### src/rtl/button_debouncer.sv
// ---------------------------------------------------------------------------
// button_debouncer
//
// Turns a raw, bouncing, asynchronous push-button input into a clean level in
// the clk domain, plus single-cycle rise / fall / long-press event pulses.
// The debounced level is meant to drive the a_in input of the downstream
// clock-divided stage.
//
// Parameters
//   SYNC_STAGES        synchronizer depth (>= 2)
//   DEBOUNCE_CYCLES    consecutive stable synchronized samples needed to
//                      accept a level change (>= 1)
//   LONG_PRESS_CYCLES  cycles after the btn_rise cycle before long_press
//                      fires (>= 1)
//
// Ports
//   clk         in   system clock
//   rst         in   asynchronous active-high reset
//   btn_in      in   raw button input, asynchronous, may bounce
//   btn_level   out  debounced level (registered)
//   btn_rise    out  one-cycle pulse when btn_level goes 0->1
//   btn_fall    out  one-cycle pulse when btn_level goes 1->0
//   long_press  out  one-cycle pulse, at most once per press
// ---------------------------------------------------------------------------
module button_debouncer #(
  parameter int SYNC_STAGES       = 2,
  parameter int DEBOUNCE_CYCLES   = 1000,
  parameter int LONG_PRESS_CYCLES = 100000
) (
  input  logic clk,
  input  logic rst,
  input  logic btn_in,
  output logic btn_level,
  output logic btn_rise,
  output logic btn_fall,
  output logic long_press
);

  localparam int DW = $clog2(DEBOUNCE_CYCLES + 1);
  localparam int LW = $clog2(LONG_PRESS_CYCLES + 1);

  // The sample that moves the FSM out of IDLE/PRESSED is itself the first
  // stable sample, so a wait state has seen (count + 2) samples when its
  // counter equals DB_LAST. DEBOUNCE_CYCLES == 1 skips the wait states.
  localparam int DB_TARGET = (DEBOUNCE_CYCLES >= 2) ? DEBOUNCE_CYCLES - 2 : 0;
  localparam logic [DW-1:0] DB_LAST = DB_TARGET[DW-1:0];
  localparam int LP_TARGET = LONG_PRESS_CYCLES - 1;
  localparam logic [LW-1:0] LP_LAST = LP_TARGET[LW-1:0];
  localparam int LP_SAT_INT = LONG_PRESS_CYCLES;
  localparam logic [LW-1:0] LP_SAT = LP_SAT_INT[LW-1:0];
  localparam bit DB_SINGLE = (DEBOUNCE_CYCLES == 1);

  typedef enum logic [1:0] {
    IDLE         = 2'd0,
    PRESS_WAIT   = 2'd1,
    PRESSED      = 2'd2,
    RELEASE_WAIT = 2'd3
  } state_e;

  state_e                 state_q, state_d;
  logic [SYNC_STAGES-1:0] sync_q;
  logic [DW-1:0]          db_cnt_q, db_cnt_d;
  logic [LW-1:0]          lp_cnt_q, lp_cnt_d;
  logic                   fired_q, fired_d;
  logic                   level_q, level_d;
  logic                   rise_q, rise_d;
  logic                   fall_q, fall_d;
  logic                   long_q, long_d;
  logic                   sync;
  logic                   held;

  assign sync = sync_q[SYNC_STAGES-1];
  assign held = (state_q == PRESSED) || (state_q == RELEASE_WAIT);

  // Synchronizer chain: the only place btn_in is sampled.
  always_ff @(posedge clk or posedge rst) begin
    if (rst) begin
      sync_q <= '0;
    end else begin
      sync_q <= {sync_q[SYNC_STAGES-2:0], btn_in};
    end
  end

  // State register plus all counters and registered outputs.
  always_ff @(posedge clk or posedge rst) begin
    if (rst) begin
      state_q  <= IDLE;
      db_cnt_q <= '0;
      lp_cnt_q <= '0;
      fired_q  <= 1'b0;
      level_q  <= 1'b0;
      rise_q   <= 1'b0;
      fall_q   <= 1'b0;
      long_q   <= 1'b0;
    end else begin
      state_q  <= state_d;
      db_cnt_q <= db_cnt_d;
      lp_cnt_q <= lp_cnt_d;
      fired_q  <= fired_d;
      level_q  <= level_d;
      rise_q   <= rise_d;
      fall_q   <= fall_d;
      long_q   <= long_d;
    end
  end

  // Next-state logic. Wait states fall back on any contrary sample and
  // commit once enough consecutive agreeing samples have been seen.
  always_comb begin
    state_d = state_q;
    case (state_q)
      IDLE: begin
        if (sync) state_d = DB_SINGLE ? PRESSED : PRESS_WAIT;
      end
      PRESS_WAIT: begin
        if (!sync)                   state_d = IDLE;
        else if (db_cnt_q == DB_LAST) state_d = PRESSED;
      end
      PRESSED: begin
        if (!sync) state_d = DB_SINGLE ? IDLE : RELEASE_WAIT;
      end
      RELEASE_WAIT: begin
        if (sync)                    state_d = PRESSED;
        else if (db_cnt_q == DB_LAST) state_d = IDLE;
      end
      default: state_d = IDLE;
    endcase
  end

  // Output and datapath logic. Pulses are derived from the transition being
  // taken so they land in the same cycle the level changes. The long-press
  // counter runs in both held states so release glitches do not restart it.
  always_comb begin
    db_cnt_d = '0;
    lp_cnt_d = lp_cnt_q;
    fired_d  = fired_q;
    long_d   = 1'b0;
    level_d  = (state_d == PRESSED) || (state_d == RELEASE_WAIT);
    rise_d   = !held && (state_d == PRESSED);
    fall_d   = held && (state_d == IDLE);

    if ((state_d == state_q) &&
        ((state_q == PRESS_WAIT) || (state_q == RELEASE_WAIT))) begin
      db_cnt_d = db_cnt_q + 1'b1;
    end

    if (rise_d) begin
      lp_cnt_d = '0;
    end else if (held) begin
      if (!fired_q && (lp_cnt_q == LP_LAST)) begin
        long_d  = 1'b1;
        fired_d = 1'b1;
      end
      if (lp_cnt_q != LP_SAT) lp_cnt_d = lp_cnt_q + 1'b1;
    end

    if (fall_d) fired_d = 1'b0;
  end

  assign btn_level  = level_q;
  assign btn_rise   = rise_q;
  assign btn_fall   = fall_q;
  assign long_press = long_q;

endmodule

### config.mk
export PLATFORM = sky130hd
export DESIGN_NAME = button_debouncer
export DESIGN_NICKNAME = d
export VERILOG_FILES = /design/src/rtl/button_debouncer.sv
export SDC_FILE = /design/constraint.sdc
export NUM_CORES = 1
export LEC_CHECK = 0
export CAP_MARGIN = 20
export CORE_MARGIN = 10
export CORE_UTILIZATION = 35
export DETAILED_ROUTE_END_ITERATION = 6
export PLACE_DENSITY = 0.59
export SLEW_MARGIN = 5
export SYNTH_ARGS = -nofsm -noshare
export SYNTH_HDL_FRONTEND = slang
export SYNTH_SLANG_ARGS = --single-unit
### constraint.sdc
create_clock -name clk -period 2.37 [get_ports clk]
set_input_delay 0.474 -clock clk [delete_from_list [all_inputs] [get_ports clk]]
set_output_delay 0.474 -clock clk [all_outputs]
set_load 0.03 [all_outputs]
==> results of run 1 <==
==> how the worst max path moves through the flow <==
stage               slack, ns            to  cells past startpoint   startpoint
floorplan                0.84  lp_cnt_q[14]                      5  lp_cnt_q[2]
global placement         0.64  lp_cnt_q[16]                      4   state_q[1]
detailed placement       0.57  lp_cnt_q[14]                      4   state_q[1]
CTS                      0.55  lp_cnt_q[14]                      4   state_q[1]
global route             0.36  lp_cnt_q[13]                      4   state_q[1]
finish                   0.52  lp_cnt_q[16]                      4   state_q[1]
==> routing by layer <==
| layer | vias up | global-route usage | wire (um) |
|---|---|---|---|
| li1 | 614 | - | - |
| met1 | 596 | 0.0919 | 1540 |
| met2 | 17 | 0.129 | 1530 |
| met3 | 5 | 0.0357 | 148 |
| met4 | 0 | 0.0345 | 47 |
| met5 | - | 0 | 0 |
==> cell type report <==
type / instances / area, um^2
Multi-Input combinational cell: 124 / 805
Inverter: 5 / 18.8
Timing Repair Buffer: 8 / 75.1
Fill cell: 471 / 2810
Clock buffer: 8 / 90.1
Tap cell: 67 / 83.8
Sequential cell: 36 / 901
==> critical path: stages (launching register included) <==
cell and delay, ns:
sky130_fd_sc_hd__dfrtp_1 0.56, sky130_fd_sc_hd__and4_1 0.41, sky130_fd_sc_hd__nand3_4 0.14, sky130_fd_sc_hd__or4_1 0.52, sky130_fd_sc_hd__a21oi_1 0.15
==> cell usage in the layout, fill, tap and decap left out, drive strengths merged, types with 3 or more instances in the layout <==
master         instances
nand2                 13
clkbuf                 8
mux2                   3
or3                    3
ha                     4
dfrtp                 36
and2                   3
o21ai                  4
a21oi                  6
nor2                  22
and4                   4
nor4b                  4
inv                    5
nor3                   3
xor2                  10
nand4                 10
clkdlybuf4s50          6
nand3                 10
xnor2                  7
==> registers in the layout, indices dropped and copies added (netlist names) <==
register and cells:
sync_q 2, lp_cnt_q 17, fired_q 1, long_press 1, btn_rise 1, btn_level 1
db_cnt_q 10, btn_fall 1, state_q 2
==> power breakdown <==
part | leakage [uW] | switching [uW] | internal [uW] | total (uW)
registers | 0.000495 | 3.65 | 618 | 622
logic | 0.000299 | 17.1 | 7.58 | 24.7
clock network | 0.0000455 | 208 | 237 | 445
==> per-stage QoR <==
stage	worst slack, ns	total power, uW	hold WS, ns
finish	0.525	1090	0.357
global route	0.360	1140	0.369
CTS	0.549	1110	0.363
detailed placement	0.567	660	0.347
global placement	0.642	659	0.334
floorplan	0.840	649	0.331
==> kinds of logic (layout without fill, tap and decap cells) <==
family                   after synthesis  in the layout
multiplexers                           3              3
adder cells (fa/ha/maj)                4              4
AO/OA/AOI/OAI                         15             15
buffers and inverters                  8             21
AND/OR/NAND/NOR                       85             85
XOR/XNOR                              17             17
flip-flops                            36             36
==> results.sh, run 1 <==
export IMPL_post_synth_num_cell_types=34
export IMPL_min_path_cells=0
export IMPL_number_of_vias_per_cell=4.97
export IMPL_synth_edf_count=0
export IMPL_synth_xor_xnor_area_share=0.0855
export IMPL_r2r_worst_path_cells=4
export IMPL_yosysSeqAreaShare=0.518
export IMPL_pin_count_of_the_biggest_net_entering_global_routing=37
export IMPL_post_synth_inst_count=168
export IMPL_placed_area_um2=1880
export IMPL_timing_critical_path_arrival_ns=2.06
export IMPL_synth_simple_gate_area_share=0.277
export IMPL_reg2reg_slack_ns=0.52
export IMPL_timing_slew_headroom=0.488
export IMPL_layout_cells_non_filler=248
export IMPL_tritoncts="built"
export IMPL_synth_area_in_compound_gates=0.0518
export IMPL_clk_root_buffer_cell="sky130_fd_sc_hd__clkbuf_8"
export IMPL_clkTransAtPathRegs_ns=0.07
export IMPL_drtIter0Drc=38
export IMPL_fin_tns_setup_ns=0
export IMPL_post_cts_resized=0
export IMPL_worst_clock_skew_ns=0.00599
export IMPL_max_freq_mhz=542
export IMPL_diodes=0
export IMPL_clk_latency_ns=0.29
export IMPL_yosys_area_top_type_share=0.518
export IMPL_leading_cell_types_by_count_after_synthesis="36 x sky130_fd_sc_hd__dfrtp_1, 22 x sky130_fd_sc_hd__nor2_1, 13 x sky130_fd_sc_hd__nand2_1"
export IMPL_final_core_util=0.412
export IMPL_sum_of_routed_wire_length_over_all_layers_um=3270
export IMPL_hold_path_startpoint="sync_q[0]"
export IMPL_die_x_um=90.5
export IMPL_async_flop_share=1.00
export IMPL_critical_path_class="flip-flop to flip-flop"
export IMPL_globalplace_congestion=0.882
export IMPL_ios=7
export IMPL_synth_mux_area_fraction=0.0194
export IMPL_result_of_the_run="complete, no violations"
export IMPL_drt_drc_violations_left=0
export IMPL_setup_worst_path_end_class="flip-flop"
export IMPL_gr_usage_all_layers=0.0809
export IMPL_finalWorstPathRequiredPeriod_ns=1.85
export IMPL_main_combinational_cell_family_by_area_after_synthesis="simple AND/OR/NAND/NOR gates"
export IMPL_grt_pass1_wl_um=5430
export IMPL_hold_violations=0
export IMPL_postSynthRegisterBits=36
export IMPL_portBuffers=6
export IMPL_tritoncts_sinks=36
export IMPL_mappedNetlistNets=175
export IMPL_worst_ir_drop_on_vdd_mv=0.273
export IMPL_floorplan_rows=25
export IMPL_postSynth_topFlopCell="sky130_fd_sc_hd__dfrtp_1"
export IMPL_fp_dieH_um=90.5
export IMPL_hold_path_end="sync_q[1]"
export IMPL_timing_critical_path_from_type="flip-flop"
export IMPL_tritoncts_num_buffers=5
export IMPL_cp_required_ns=2.58
export IMPL_r2r_start="state_q[1]"
export IMPL_final_setup_viols=0
export IMPL_cellLeakagePower_uw=0.000839
export IMPL_maxCapViolations=0
export IMPL_reg2reg_to="lp_cnt_q[16]"
export IMPL_post_cts_repair_setup_buffers=0
export IMPL_clk_path_buf_depth=2
export IMPL_nets=187
export IMPL_critical_path_fanouts_max=12
export IMPL_hp_class="flip-flop to flip-flop"
export IMPL_layout_drive_gt1_share=0.0718
export IMPL_most_numerous_cell_in_the_yosys_netlist="sky130_fd_sc_hd__dfrtp_1"
export IMPL_dr_total_vias=1232
export IMPL_drtPass1Iterations=5
export IMPL_finalInstanceArea_um2=1970
export IMPL_ctsHtreeMaxLevel=2
export IMPL_starting_utilization_of_the_core_area=0.364
export IMPL_placed_cells=240
export IMPL_post_synth_main_area_contributors="sky130_fd_sc_hd__dfrtp_1 52%, sky130_fd_sc_hd__xor2_1 5.0%, sky130_fd_sc_hd__nor2_1 4.7%"
export IMPL_setup_repair_after_global_routing_missed_its_margin="no"
export IMPL_fp_coreArea_um2=4790
export IMPL_power_per_cell_area_nw_per_um2=553
export IMPL_synth_largest_area_cell="sky130_fd_sc_hd__dfrtp_1"
export IMPL_total_global_routing_overflow=0
export IMPL_grt_pass1_vias=1217
export IMPL_synth_adder_area_share=0.0288
export IMPL_die_area_um2=8190
export IMPL_wl_cell_um=13.2
export IMPL_fin_crit_sh=0.779
export IMPL_synth_cell_area_um2=1740
export IMPL_synthesis_area_per_instance_um2=10.4
export IMPL_cts_hold_buf=0
export IMPL_drt_antenna_violating_nets=0
export IMPL_synthesis_yosys_warnings=0
export IMPL_timing_worst_slew_pin_value_ns=0.764
export IMPL_synthToLayoutAreaGrowth_pct=13.4
export IMPL_slew_violations=0
export IMPL_antenna_found_initial=0
export IMPL_dp_final_hpwl_um=2320
Note: power is estimated with default switching activity, not from simulation.
==> run 2, diff against run 1 <==
PLACE_DENSITY = 0.61   (was 0.59)
clock period = 1.6 ns   (was 2.37 ns; I/O delays follow)
==> run 2 against run 1 <==
  * Sequential cell count unchanged
  * Utilization increased by 7.2 points
  * Critical path depth increased by 1
  * Clock skew increased by 0.0023 ns
  * Cell count increased by 13%
  * Setup slack got worse by 0.51 ns
  * Die area unchanged
  * Register-to-register slack got worse by 0.51 ns
  * Clock power increased by 57%
  * Critical path type unchanged
  * Critical endpoint is now lp_cnt_q[11]
  * Largest cell class unchanged
  * Highest routed layer unchanged
==> results.sh, run 2 (synthesis results as in run 1) <==
export IMPL_result_of_the_run="complete, no violations"
export IMPL_starting_utilization_of_the_core_area=0.364
export IMPL_fin_crit_sh=0.989
export IMPL_layout_drive_gt1_share=0.302
export IMPL_critPathTopFamily="simple AND/OR/NAND/NOR gates"
export IMPL_critical_path_fanouts_max=7
export IMPL_fp_coreArea_um2=4790
export IMPL_number_of_vias_per_cell=4.93
export IMPL_final_setup_viols=0
export IMPL_biggestRegsByFlops="lp_cnt_q: 17 flops, db_cnt_q: 10 flops"
export IMPL_gr_usage_all_layers=0.0925
export IMPL_maxCapViolations=0
export IMPL_dr_total_vias=1376
export IMPL_worstSetupPathDepth=5
export IMPL_pin_count_of_the_biggest_net_entering_global_routing=37
export IMPL_clk_path_buf_depth=2
export IMPL_diodes=0
export IMPL_timing_critical_path_from_type="flip-flop"
export IMPL_seq_power_share=0.552
export IMPL_sw_frac_of_total=0.209
export IMPL_die_x_um=90.5
export IMPL_ctsHtreeMaxLevel=2
export IMPL_tritoncts_sinks=36
export IMPL_startpoint_of_the_most_critical_setup_path="db_cnt_q[5]"
export IMPL_timing_worst_slew_pin_value_ns=0.416
export IMPL_antenna_found_initial=0
export IMPL_largest_register_ff_count=17
export IMPL_ios=7
export IMPL_timing_critical_path_buf_inv=1
export IMPL_drtPass1Iterations=4
export IMPL_die_area_um2=8190
export IMPL_regMostFlops="lp_cnt_q"
export IMPL_timing_critical_path_slowest_cell_delay_ns=0.42
export IMPL_mostFrequentLayoutCell="sky130_fd_sc_hd__dfrtp_1"
export IMPL_grt_pass1_wl_um=6270
export IMPL_synthToLayoutAreaGrowth_pct=33.1
export IMPL_r2r_worst_path_cells=5
export IMPL_timing_slew_headroom=0.718
export IMPL_cp_endpoint="lp_cnt_q[11]"
export IMPL_clock_power_share=0.419
export IMPL_power_share_combinational=0.028
export IMPL_tritoncts_num_buffers=5
export IMPL_clk_root_buffer_cell="sky130_fd_sc_hd__clkbuf_8"
export IMPL_tritoncts="built"
export IMPL_fin_tns_setup_ns=0
export IMPL_final_core_util=0.484
export IMPL_nets=219
export IMPL_cellLeakagePower_uw=0.00103
export IMPL_grt_pass1_vias=1363
export IMPL_cp_required_ns=1.79
export IMPL_slew_violations=0
export IMPL_filler_cell_count=442
export IMPL_internal_power_uw=1320
export IMPL_finalWorstPathRequiredPeriod_ns=1.58
export IMPL_cpMaxStageDelayCell="sky130_fd_sc_hd__nor4b_4"
export IMPL_crit_path_cell_trace="and4_4 -> nand4_1 -> nor4b_4 -> buf_6 -> nor2_1"
export IMPL_multi_input_comb_area_um2=881
export IMPL_regArea_um2=902
export IMPL_worst_clock_skew_ns=0.00834
export IMPL_r2r_start="db_cnt_q[5]"
export IMPL_fp_dieH_um=90.5
export IMPL_critical_path_class="flip-flop to flip-flop"
export IMPL_timing_critical_path_arrival_ns=1.77
export IMPL_hp_class="flip-flop to flip-flop"
export IMPL_wl_cell_um=13.4
export IMPL_reg2reg_to="lp_cnt_q[11]"
export IMPL_mostFrequentLayoutCells="35 x sky130_fd_sc_hd__dfrtp_1, 30 x sky130_fd_sc_hd__buf_4, 19 x sky130_fd_sc_hd__nor2_1, 13 x sky130_fd_sc_hd__nand2_1"
export IMPL_cts_hold_buf=0
export IMPL_setup_worst_path_end_class="flip-flop"
export IMPL_reg2reg_slack_ns=0.02
export IMPL_power_per_cell_area_nw_per_um2=720
export IMPL_setup_repair_after_global_routing_missed_its_margin="yes"
export IMPL_drt_antenna_violating_nets=0
export IMPL_power_switching_uw=349
export IMPL_hold_violations=0
export IMPL_clkTransAtPathRegs_ns=0.07
export IMPL_max_freq_mhz=632
export IMPL_sum_of_routed_wire_length_over_all_layers_um=3740
export IMPL_dp_final_hpwl_um=2440
export IMPL_totalPowerFinal_uw=1670
export IMPL_total_global_routing_overflow=0
export IMPL_globalplace_congestion=0.768
export IMPL_portBuffers=6
export IMPL_clk_latency_ns=0.30
export IMPL_worst_ir_drop_on_vdd_mv=0.333
export IMPL_drt_drc_violations_left=0
export IMPL_drtIter0Drc=62
export IMPL_floorplan_rows=25
-- run 2: layer usage --
metal | part of all wire | GRT usage | vias to the layer above
met5 | 0 | 0 | -
met4 | 0.011 | 0.0464 | 0
met3 | 0.036 | 0.0366 | 4
met2 | 0.48 | 0.135 | 19
met1 | 0.47 | 0.115 | 674
li1 | - | - | 679
-- run 2: what timing repair did --
| item | in CTS | in global routing |
|---|---|---|
| endpoints found under the setup margin | 6 | 15 |
| pin swaps | 0 | 12 |
| gates cloned | 0 | 1 |
| setup buffers | 0 | 9 |
| resized for setup | 6 | 28 |
-- run 2: worst min-delay path by stage --
stage                 to      start  slack (ns)  cells after the start
4_1_cts        sync_q[1]  sync_q[0]        0.36                      0
3_3_place_gp   sync_q[1]  sync_q[0]        0.33                      0
5_1_grt        sync_q[1]  sync_q[0]        0.36                      0
6_report       sync_q[1]  sync_q[0]        0.35                      0
3_5_place_dp   sync_q[1]  sync_q[0]        0.34                      0
2_1_floorplan  sync_q[1]  sync_q[0]        0.33                      0
-- run 2: power groups by stage --
stage          sequential, uW  combinational, uW  clock (uW)
2_1_floorplan             937               24.1           0
3_3_place_gp              937               47.9           0
3_5_place_dp              938               47.9           0
4_1_cts                   920               48.3         724
5_1_grt                   920               53.6         778
6_report                  921               46.8         699
-- run 2: metrics by stage --
step           setup WS (ns)  instance area [um^2]  std cells  hold slack [ns]
6_report              0.0173                  2320        279            0.354
4_1_cts             -0.00679                  2160        269            0.358
3_5_place_dp         0.00659                  2060        262            0.343
2_1_floorplan         0.0695                  1740        168            0.331
5_1_grt              -0.0861                  2320        279            0.360
3_3_place_gp          0.0153                  2060        262            0.335
-- run 2: cell type report --
cell class | count | share of cell area
Inverter | 5 | 0.00810
Sequential cell | 36 | 0.390
Clock buffer | 7 | 0.0416
Timing Repair Buffer | 40 | 0.144
Tap cell | 67 | 0.0362
Multi-Input combinational cell | 124 | 0.380
==> run 3, diff against run 2 <==
CORE_MARGIN = 2   (was 10)
==> run 3 against run 2 <==
  * Count of clock-buffer cells in the layout unchanged
  * Sequential cell count stayed put
  * Setup slack worse by 0.014 ns
  * First-iteration DRC count grew 76%
  * Largest cell class unchanged
  * Global-route usage up 4.8 points
  * Combinational power fell by 2%
  * Clock power grew 0.7%
  * Highest routed layer unchanged
  * Critical path type unchanged
  * Final area is 2.9% lower
  * Maximum frequency fell by 0.89%
==> results.sh, run 3 (synthesis results as in run 1) <==
export IMPL_result_of_the_run="complete, no violations"
export IMPL_gr_usage_all_layers=0.140
export IMPL_fin_hold_ws_ns=0.357
export IMPL_layout_drive_gt1_share=0.250
export IMPL_clk_path_buf_depth=2
export IMPL_tritoncts_sinks=36
export IMPL_largest_register_ff_count=17
export IMPL_total_global_routing_overflow=0
export IMPL_crit_path_cell_trace="and4_4 -> nand3_4 -> or4_1 -> a21oi_1"
export IMPL_critical_path_class="flip-flop to flip-flop"
export IMPL_reg2reg_slack_ns=0.003
export IMPL_portBuffers=6
export IMPL_floorplan_rows=25
export IMPL_worstSetupPathDepth=4
export IMPL_worst_ir_drop_on_vdd_mv=0.449
export IMPL_mostFrequentLayoutCell="sky130_fd_sc_hd__dfrtp_1"
export IMPL_die_area_um2=5550
export IMPL_hp_class="flip-flop to flip-flop"
export IMPL_timing_critical_path_from_type="flip-flop"
export IMPL_drtPass1Iterations=4
export IMPL_worst_clock_skew_ns=0.00407
export IMPL_final_setup_viols=0
export IMPL_fin_crit_sh=0.998
export IMPL_r2r_worst_path_cells=4
export IMPL_placed_cells=266
export IMPL_number_of_vias_per_cell=4.89
export IMPL_critPathTopFamily="simple AND/OR/NAND/NOR gates"
export IMPL_wl_cell_um=12.8
export IMPL_fp_coreArea_um2=4750
export IMPL_critical_path_fanouts_max=4
export IMPL_clk_latency_ns=0.29
export IMPL_clkTransAtPathRegs_ns=0.07
export IMPL_layout_cells_non_filler=275
export IMPL_power_per_cell_area_nw_per_um2=743
export IMPL_startpoint_of_the_most_critical_setup_path="lp_cnt_q[3]"
export IMPL_antenna_found_initial=0
export IMPL_cpMaxStageDelayCell="sky130_fd_sc_hd__or4_1"
export IMPL_grt_pass1_wl_um=5850
export IMPL_hold_violations=0
export IMPL_drt_drc_violations_left=0
export IMPL_timing_critical_path_slowest_cell_delay_ns=0.51
export IMPL_cellLeakagePower_uw=0.00105
export IMPL_biggestRegsByFlops="lp_cnt_q: 17 flops, db_cnt_q: 10 flops"
export IMPL_mostFrequentLayoutCells="35 x sky130_fd_sc_hd__dfrtp_1, 29 x sky130_fd_sc_hd__buf_4, 22 x sky130_fd_sc_hd__nor2_1, 13 x sky130_fd_sc_hd__nand2_1"
export IMPL_timing_slew_headroom=0.767
export IMPL_ios=7
export IMPL_synthToLayoutAreaGrowth_pct=29.2
export IMPL_placed_area_um2=2090
export IMPL_pin_count_of_the_biggest_net_entering_global_routing=37
export IMPL_nets=215
export IMPL_r2r_start="lp_cnt_q[3]"
export IMPL_grt_pass1_vias=1328
export IMPL_maxCapViolations=0
export IMPL_tritoncts="built"
export IMPL_dp_final_hpwl_um=2390
export IMPL_sum_of_routed_wire_length_over_all_layers_um=3530
export IMPL_timing_critical_path_buf_inv=0
export IMPL_cp_endpoint="lp_cnt_q[14]"
export IMPL_dr_total_vias=1345
export IMPL_ctsHtreeMaxLevel=2
export IMPL_starting_utilization_of_the_core_area=0.366
export IMPL_timing_worst_slew_pin_value_ns=0.344
export IMPL_timing_critical_path_arrival_ns=1.81
export IMPL_drtIter0Drc=109
export IMPL_max_freq_mhz=626
export IMPL_globalplace_congestion=0.758
export IMPL_reg2reg_to="lp_cnt_q[14]"
export IMPL_clk_root_buffer_cell="sky130_fd_sc_hd__clkbuf_8"
export IMPL_setup_repair_after_global_routing_missed_its_margin="yes"
export IMPL_drt_antenna_violating_nets=0
export IMPL_setup_worst_path_end_class="flip-flop"
export IMPL_tritoncts_num_buffers=5
export IMPL_finalWorstPathRequiredPeriod_ns=1.60
export IMPL_regMostFlops="lp_cnt_q"
export IMPL_diodes=0
export IMPL_finalInstanceArea_um2=2250
export IMPL_slew_violations=0
export IMPL_die_x_um=74.5
export IMPL_cp_required_ns=1.81
export IMPL_fp_dieH_um=74.5
run 3: routing by layer:
metal,track usage,up-vias,wire (um)
li1,-,676,-
met1,0.174,630,1630
met2,0.229,33,1700
met3,0.0447,6,143
met4,0.0516,0,53
met5,0,-,0
run 3: final cells by class:
class                      count  area (um^2)
sequential                    36          902
multi-input combinational    124          851
fill                         464         2510
inverter                       5         18.8
tap                           67         83.8
clock buffer                   7         96.3
timing repair buffer          36          297
run 3: power by group:
group | internal [uW] | switching [uW] | total, uW
Combinational | 17.9 | 28.1 | 46.0
Sequential | 916 | 4.67 | 920
Clock | 383 | 321 | 704
Total | 1320 | 354 | 1670
run 3: worst min path at each step:
stage,slack (ns),to,cells after the start,startpoint
global route,0.36,sync_q[1],0,sync_q[0]
CTS,0.36,sync_q[1],0,sync_q[0]
finish,0.36,sync_q[1],0,sync_q[0]
floorplan,0.33,sync_q[1],0,sync_q[0]
detailed placement,0.34,sync_q[1],0,sync_q[0]
global placement,0.33,sync_q[1],0,sync_q[0]
run 3: through the flow:
step / setup TNS (ns) / setup WS (ns) / total power, uW / util
2_1_floorplan: 0 / 0.0695 / 961 / -
3_3_place_gp: 0 / 0.000866 / 986 / 0.440
3_5_place_dp: -0.0262 / -0.0262 / 986 / 0.440
4_1_cts: 0 / 0.000354 / 1700 / 0.462
5_1_grt: -0.0696 / -0.0254 / 1740 / 0.473
6_report: 0 / 0.00315 / 1670 / 0.473
run 3: worst reg2reg max path: stages, from the launching register on:
cell                      delay [ns]
sky130_fd_sc_hd__dfrtp_1        0.44
sky130_fd_sc_hd__and4_4         0.30
sky130_fd_sc_hd__nand3_4        0.10
sky130_fd_sc_hd__or4_1          0.51
sky130_fd_sc_hd__a21oi_1        0.17
run 3: timing repair:
item	4_1_cts	5_1_grt
cloned	0	0
pin swaps	0	3
setup endpoints to repair	4	16
hold buffers	0	0
resized for setup	6	13
setup buffers	0	2
